[src/rtl/mul_pkg.sv]
// Shared execute-stage definitions for the multi-cycle multiplier and divider.
// Decode uses these encodings to drive both units consistently.
package mul_pkg;

  localparam int MUL_DATA_WIDTH = 32;
  localparam int MUL_ITERATIONS = MUL_DATA_WIDTH;

  // Low two bits of the RV32M funct3 for each unit.
  typedef enum logic [1:0] {
    MUL_LO = 2'b00,
    MULH   = 2'b01,
    MULHSU = 2'b10,
    MULHU  = 2'b11
  } mul_op_t;

  typedef enum logic [1:0] {
    DIV_S = 2'b00,
    DIV_U = 2'b01,
    REM_S = 2'b10,
    REM_U = 2'b11
  } div_op_t;

  typedef enum logic [1:0] {
    ST_IDLE  = 2'b00,
    ST_ITER  = 2'b01,
    ST_FINAL = 2'b10
  } mul_state_t;

  function automatic logic op_a_signed(input mul_op_t op);
    return (op == MULH) || (op == MULHSU);
  endfunction

  function automatic logic op_b_signed(input mul_op_t op);
    return (op == MULH);
  endfunction

endpackage

[src/rtl/mul_if.sv]
// Start/ready request interface between execute-stage issue logic and the multiplier.
interface mul_if
  import mul_pkg::*;
#(
  parameter int DATA_WIDTH = MUL_DATA_WIDTH
);

  logic                  start;
  logic [DATA_WIDTH-1:0] multiplicand;
  logic [DATA_WIDTH-1:0] multiplier;
  mul_op_t               op;
  logic [DATA_WIDTH-1:0] result;
  logic                  ready;
  logic                  busy;

  modport master (
    output start, multiplicand, multiplier, op,
    input  result, ready, busy
  );

  modport slave (
    input  start, multiplicand, multiplier, op,
    output result, ready, busy
  );

endinterface

[src/rtl/mul_mc.sv]
// Radix-2 shift-add multiplier for MUL/MULH/MULHSU/MULHU, one product bit per cycle.
// Operands are reduced to magnitudes at accept; the sign is reapplied to the 64-bit product.
module mul_mc
  import mul_pkg::*;
#(
  parameter int DATA_WIDTH = MUL_DATA_WIDTH
) (
  input  logic   clk,
  input  logic   rst_n,
  mul_if.slave   bus
);

  localparam int PROD_W     = 2 * DATA_WIDTH;
  localparam int ITERATIONS = DATA_WIDTH;
  localparam int CNT_W      = $clog2(ITERATIONS + 1);

  mul_state_t          state_q, state_d;
  mul_op_t             op_q, op_d;
  logic                sign_q, sign_d;
  logic [PROD_W-1:0]   acc_q, acc_d;
  logic [PROD_W-1:0]   mcand_q, mcand_d;
  logic [DATA_WIDTH-1:0] mplr_q, mplr_d;
  logic [CNT_W-1:0]    count_q, count_d;
  logic [DATA_WIDTH-1:0] result_q, result_d;
  logic                ready_q, ready_d;

  logic                  a_neg, b_neg;
  logic [DATA_WIDTH-1:0] a_mag, b_mag;
  logic                  zero_operand;
  logic [PROD_W-1:0]     prod;

  // Operand conditioning happens on the live bus values; it only matters on the accept edge.
  always_comb begin
    a_neg        = op_a_signed(bus.op) && bus.multiplicand[DATA_WIDTH-1];
    b_neg        = op_b_signed(bus.op) && bus.multiplier[DATA_WIDTH-1];
    // Unsigned magnitude: the most negative value maps onto itself without overflow.
    a_mag        = a_neg ? -bus.multiplicand : bus.multiplicand;
    b_mag        = b_neg ? -bus.multiplier   : bus.multiplier;
    zero_operand = (bus.multiplicand == '0) || (bus.multiplier == '0);
    prod         = sign_q ? -acc_q : acc_q;
  end

  // NOTE: every variable gets a hold value first, so no path through the case infers a latch.
  always_comb begin
    state_d  = state_q;
    op_d     = op_q;
    sign_d   = sign_q;
    acc_d    = acc_q;
    mcand_d  = mcand_q;
    mplr_d   = mplr_q;
    count_d  = count_q;
    result_d = result_q;
    ready_d  = ready_q;

    case (state_q)
      ST_IDLE: begin
        if (bus.start) begin
          op_d    = bus.op;
          sign_d  = a_neg ^ b_neg;
          mcand_d = {{DATA_WIDTH{1'b0}}, a_mag};
          mplr_d  = b_mag;
          acc_d   = '0;
          count_d = '0;
          ready_d = 1'b0;
          if (zero_operand) begin
            result_d = '0;
            ready_d  = 1'b1;
          end else begin
            state_d = ST_ITER;
          end
        end
      end

      ST_ITER: begin
        if (mplr_q[0]) begin
          acc_d = acc_q + mcand_q;
        end
        mcand_d = mcand_q << 1;
        mplr_d  = mplr_q >> 1;
        count_d = count_q + 1'b1;
        if (count_q == CNT_W'(ITERATIONS - 1)) begin
          state_d = ST_FINAL;
        end
      end

      ST_FINAL: begin
        result_d = (op_q == MUL_LO) ? prod[DATA_WIDTH-1:0] : prod[PROD_W-1:DATA_WIDTH];
        ready_d  = 1'b1;
        state_d  = ST_IDLE;
      end

      default: begin
        state_d = ST_IDLE;
      end
    endcase
  end

  // NOTE: sequential state uses non-blocking assignments so every flop samples pre-edge values.
  always_ff @(posedge clk or negedge rst_n) begin
    if (!rst_n) begin
      state_q  <= ST_IDLE;
      op_q     <= MUL_LO;
      sign_q   <= 1'b0;
      acc_q    <= '0;
      mcand_q  <= '0;
      mplr_q   <= '0;
      count_q  <= '0;
      result_q <= '0;
      ready_q  <= 1'b0;
    end else begin
      state_q  <= state_d;
      op_q     <= op_d;
      sign_q   <= sign_d;
      acc_q    <= acc_d;
      mcand_q  <= mcand_d;
      mplr_q   <= mplr_d;
      count_q  <= count_d;
      result_q <= result_d;
      ready_q  <= ready_d;
    end
  end

  assign bus.result = result_q;
  assign bus.ready  = ready_q;
  assign bus.busy   = (state_q != ST_IDLE);

endmodule

[src/flat_wrapper.sv]
// flat-port wrapper written by rule: the top's interface ports become plain ports
module mul_mc_flat import mul_pkg::*;
#(
  parameter int DATA_WIDTH = MUL_DATA_WIDTH
)
  (clk, rst_n, bus_start, bus_multiplicand, bus_multiplier, bus_op, bus_result, bus_ready, bus_busy);
  mul_if #(.DATA_WIDTH(DATA_WIDTH)) bus_i ();
  input  logic clk;
  input  logic rst_n;
  input wire logic [$bits(bus_i.start)-1:0] bus_start;
  input wire logic [$bits(bus_i.multiplicand)-1:0] bus_multiplicand;
  input wire logic [$bits(bus_i.multiplier)-1:0] bus_multiplier;
  input wire logic [$bits(bus_i.op)-1:0] bus_op;
  output wire logic [$bits(bus_i.result)-1:0] bus_result;
  output wire logic [$bits(bus_i.ready)-1:0] bus_ready;
  output wire logic [$bits(bus_i.busy)-1:0] bus_busy;
  assign bus_i.start = bus_start;
  assign bus_i.multiplicand = bus_multiplicand;
  assign bus_i.multiplier = bus_multiplier;
  assign bus_i.op = bus_op;
  assign bus_result = bus_i.result;
  assign bus_ready = bus_i.ready;
  assign bus_busy = bus_i.busy;
  mul_mc #(.DATA_WIDTH(DATA_WIDTH)) u_core (.clk(clk), .rst_n(rst_n), .bus(bus_i));
endmodule
[config.mk]
export PLATFORM = sky130hd
export DESIGN_NAME = mul_mc_flat
export DESIGN_NICKNAME = d
export VERILOG_FILES = /design/src/rtl/mul_pkg.sv /design/src/rtl/mul_if.sv /design/src/rtl/mul_mc.sv /design/src/flat_wrapper.sv
export SDC_FILE = /design/constraint.sdc
export NUM_CORES = 1
export LEC_CHECK = 0
export CORE_ASPECT_RATIO = 0.7
export CORE_MARGIN = 1
export CORE_UTILIZATION = 60
export CTS_CLUSTER_DIAMETER = 50
export DETAILED_ROUTE_END_ITERATION = 7
export PLACE_DENSITY = 0.77
export SYNTH_ARGS = -nofsm -noshare
export SYNTH_HDL_FRONTEND = slang
export SYNTH_SLANG_ARGS = --single-unit
[constraint.sdc]
create_clock -name clk -period 3.92 [get_ports clk]
set_input_delay 0.588 -clock clk [delete_from_list [all_inputs] [get_ports clk]]
set_output_delay 0.588 -clock clk [all_outputs]
set_load 0.05 [all_outputs]
==> impl_metrics.csv <==
group,metric,value,unit
hold_path,hold_path.class,"input port to async pin",
clocking,hold_buffers,0,
drt,num_vias,13600,
logic_synthesis,synthCells,1709,
drt,detail_route.wl_per_cell,20.2,um
logic_synthesis,async_reset_ff_share,100,%
floorplanning,die_area,24500,um2
floorplanning,io_pins,103,
logic_synthesis,avgSynthCellArea,8.37,um2
clocking,clock_sinks,204,
global_routing,grt_use_total,34.7,%
global_routing,grt_pass1_wl,68200,um
setup_path,reg2reg_depth,8,
logic_synthesis,synth_seq_cells,204,
logic_synthesis,yosys.area.top_type,"dfrtp_1",
logic_synthesis,synth_fp_nets,1847,
finish,fin_nets,1921,
global_routing,grt-ovfl-total,0,
logic_synthesis,ys.flop_type,"dfrtp_1",
timing,fmax,274,MHz
global_routing,grt_pass1_vias,12200,
setup_path,path_max_fanout,7,
setup_path,worstReg2RegEnd,"u_core.bus.result[12]$_DFFE_PN0P_",
clocking,cts-resized-gates,0,
placement,port_buffers,102,
clocking,cts_tree,"done",
setup_path,r2r-start,"u_core.acc_q[12]$_DFFE_PN0P_",
clocking,clock_path_buffers,3,
clocking,cts_setup_buffers,0,
drt,drt_iter0_markers,1369,
logic_synthesis,yosysWarnings,0,
global_routing,antenna_found_initial,1,
finish,drive_above_1_share,6.89,%
power_and_ir_drop,finalPower,0.0139,W
drt,drc,0,
floorplanning,num_rows,46,
setup_path,r2r_slack,0.28,ns
setup_path,worst_ep_arrival_time,4.01,ns
timing,slew_headroom,40.2,%
timing,fin_tns_setup,0,ns
drt,postRouteAntennaNets,0,
timing,finalMaxSlewViolations,0,
setup_path,critPathKind,"register to register",
logic_synthesis,synth_common_cells,"nand2_1, dfrtp_1, o21ai_0, xor2_1, a21oi_1",
power_and_ir_drop,ir_worst_vdd,0.489,mV
logic_synthesis,syn_area,14300,um2
timing,fin_crit,3.64,ns
logic_synthesis,synth.top_cell.area_share,35.7,%
floorplanning,die_h,131,um
timing,hold_violations,0,
clocking,clockRootBuffer,"clkbuf_16",
floorplanning,core,23000,um2
power_and_ir_drop,total_leakage_power,7.13,nW
drt,viasPerCell,6.46,
finish,diodes,0,
status,outcome,"finished, final reports clean",
clocking,numCtsBuffers,24,
finish,syn_to_final_growth,16.2,%
logic_synthesis,synthTopCellsByArea,"dfrtp_1, o21ai_0, nand2_1",
setup_path,end_kind,"register",
timing,fin_crit_sh,92.9,%
drt,drtPass1Iterations,6,
finish,final_core_util,72.2,%
timing,setup_viol,0,
floorplanning,dieWidth,187,um
global_routing,grt_start_max_net_pins,102,
drt,routed_wl,42600,um
placement,gp_congestion,0.995,
placement,place.detailed.hpwl,31700,um
power_and_ir_drop,powerDensity,835,nW/um2
floorplanning,start_util,62.1,%
setup_path,cp-start-kind,"register",
logic_synthesis,yosysSeqAreaShare,35.7,%
logic_synthesis,synth_edf_count,0,
placement,dp_slack,0.0636,ns
setup_path,critPathRequiredTime,4.29,ns
clocking,clk_latency,0.53,ns
timing,setup_slack,0.277,ns
logic_synthesis,yosysMostFrequentCell,"nand2_1",
logic_synthesis,synth.distinct_cells,72,
timing,skew,0.0121,ns
timing,worst_pin_slew,0.897,ns
timing,rsz0062_at_grt,"no",
flow_run,max_cap_viol_count,0,
clocking,cts-htree-levels,1,
clocking,clk_pin_slew_worst_paths,0.06,ns
## final cells by class
class	instances	area, um2
Fill cell	1825	6400
Clock buffer	34	699
Timing Repair Buffer	154	1470
Tap cell	312	390
Sequential cell	204	5110
Clock inverter	8	121
Multi-Input combinational cell	1376	8750
Inverter	23	86.3
## registers in the layout, indices dropped and copies added (netlist names)
register           count
u_core.state_q         2
u_core.sign_q          1
u_core.op_q            2
u_core.count_q         6
u_core.mplr_q         32
u_core.acc_q          64
u_core.bus.ready       1
u_core.mcand_q        64
u_core.bus.result     32
## placed cells by master, fill, tap and decap left out, types with 23 or more instances in the layout
cell type / Yosys / final
o31ai_1: 35 / 34
a21o_1: 41 / 41
o21ai_0: 201 / 201
nor2_1: 80 / 78
ha_1: 68 / 68
nor3_1: 23 / 23
a22oi_1: 61 / 61
buf_4: 0 / 48
inv_1: 23 / 23
nand2_1: 258 / 258
clkbuf_16: 0 / 25
dfrtp_1: 204 / 203
nand3_1: 56 / 56
clkdlybuf4s50_1: 0 / 101
xnor2_1: 72 / 72
a21oi_1: 100 / 100
xor2_1: 103 / 103
## where the power goes
group	leakage (nW)	switching [W]	internal, W
registers	2.58	0.00106	0.00298
logic	4.15	0.00457	0.00290
clock network	0.402	0.000937	0.00144
total	7.13	0.00656	0.00731
## worst max path at each step
stage	depth (start not counted)	from	slack [ns]	endpoint
final	8	u_core.acc_q[12]$_DFFE_PN0P_	0.28	u_core.bus.result[12]$_DFFE_PN0P_
after global routing	15	u_core.acc_q[0]$_DFFE_PN0P_	0.13	u_core.acc_q[54]$_DFFE_PN0P_
after CTS	8	u_core.acc_q[12]$_DFFE_PN0P_	0.30	u_core.bus.result[29]$_DFFE_PN0P_
after detailed placement	10	bus_multiplicand[4]	0.06	u_core.mcand_q[27]$_DFFE_PN0P_
after global placement	12	bus_multiplicand[13]	0.11	u_core.bus.result[23]$_DFFE_PN0P_
after floorplan	12	bus_multiplicand[3]	0.63	u_core.bus.result[21]$_DFFE_PN0P_
## cells by family after synthesis
kind of cell / after synthesis / synth area share [%]
simple gates: 568 / 19.0
compound gates: 560 / 24.8
flops: 204 / 35.7
xor+xnor: 175 / 10.7
buf+inv: 129 / 3.39
fa+ha+maj: 69 / 6.09
mux: 4 / 0.280
## per-stage QoR
step                instance area [um2]  hold WS (ns)  std cells
finish                            16600         0.128       2111
global route                      16600         0.202       2111
CTS                               16600         0.165       2111
detailed placement                15800         0.469       2069
global placement                  15800         0.466       2069
floorplan                         14300         0.292       1709
## metal layers
| metal | GRT usage (%) | part of all wire, % |
|---|---|---|
| met1 | 55.3 | 47 |
| met2 | 46.8 | 40 |
| met3 | 8.36 | 11 |
| met4 | 7.42 | 1.9 |
| met5 | 0 | 0 |
## worst max-delay path: stages, from the launching register on
cell and delay [ns]:
dfrtp_1 0.45, or4_4 0.59, or4b_1 0.62, or3_1 0.45
or3_1 0.38, or3_4 0.44, o21ai_1 0.16, xor2_1 0.24
o221ai_1 0.14
Note: power is estimated with default switching activity, not from simulation.
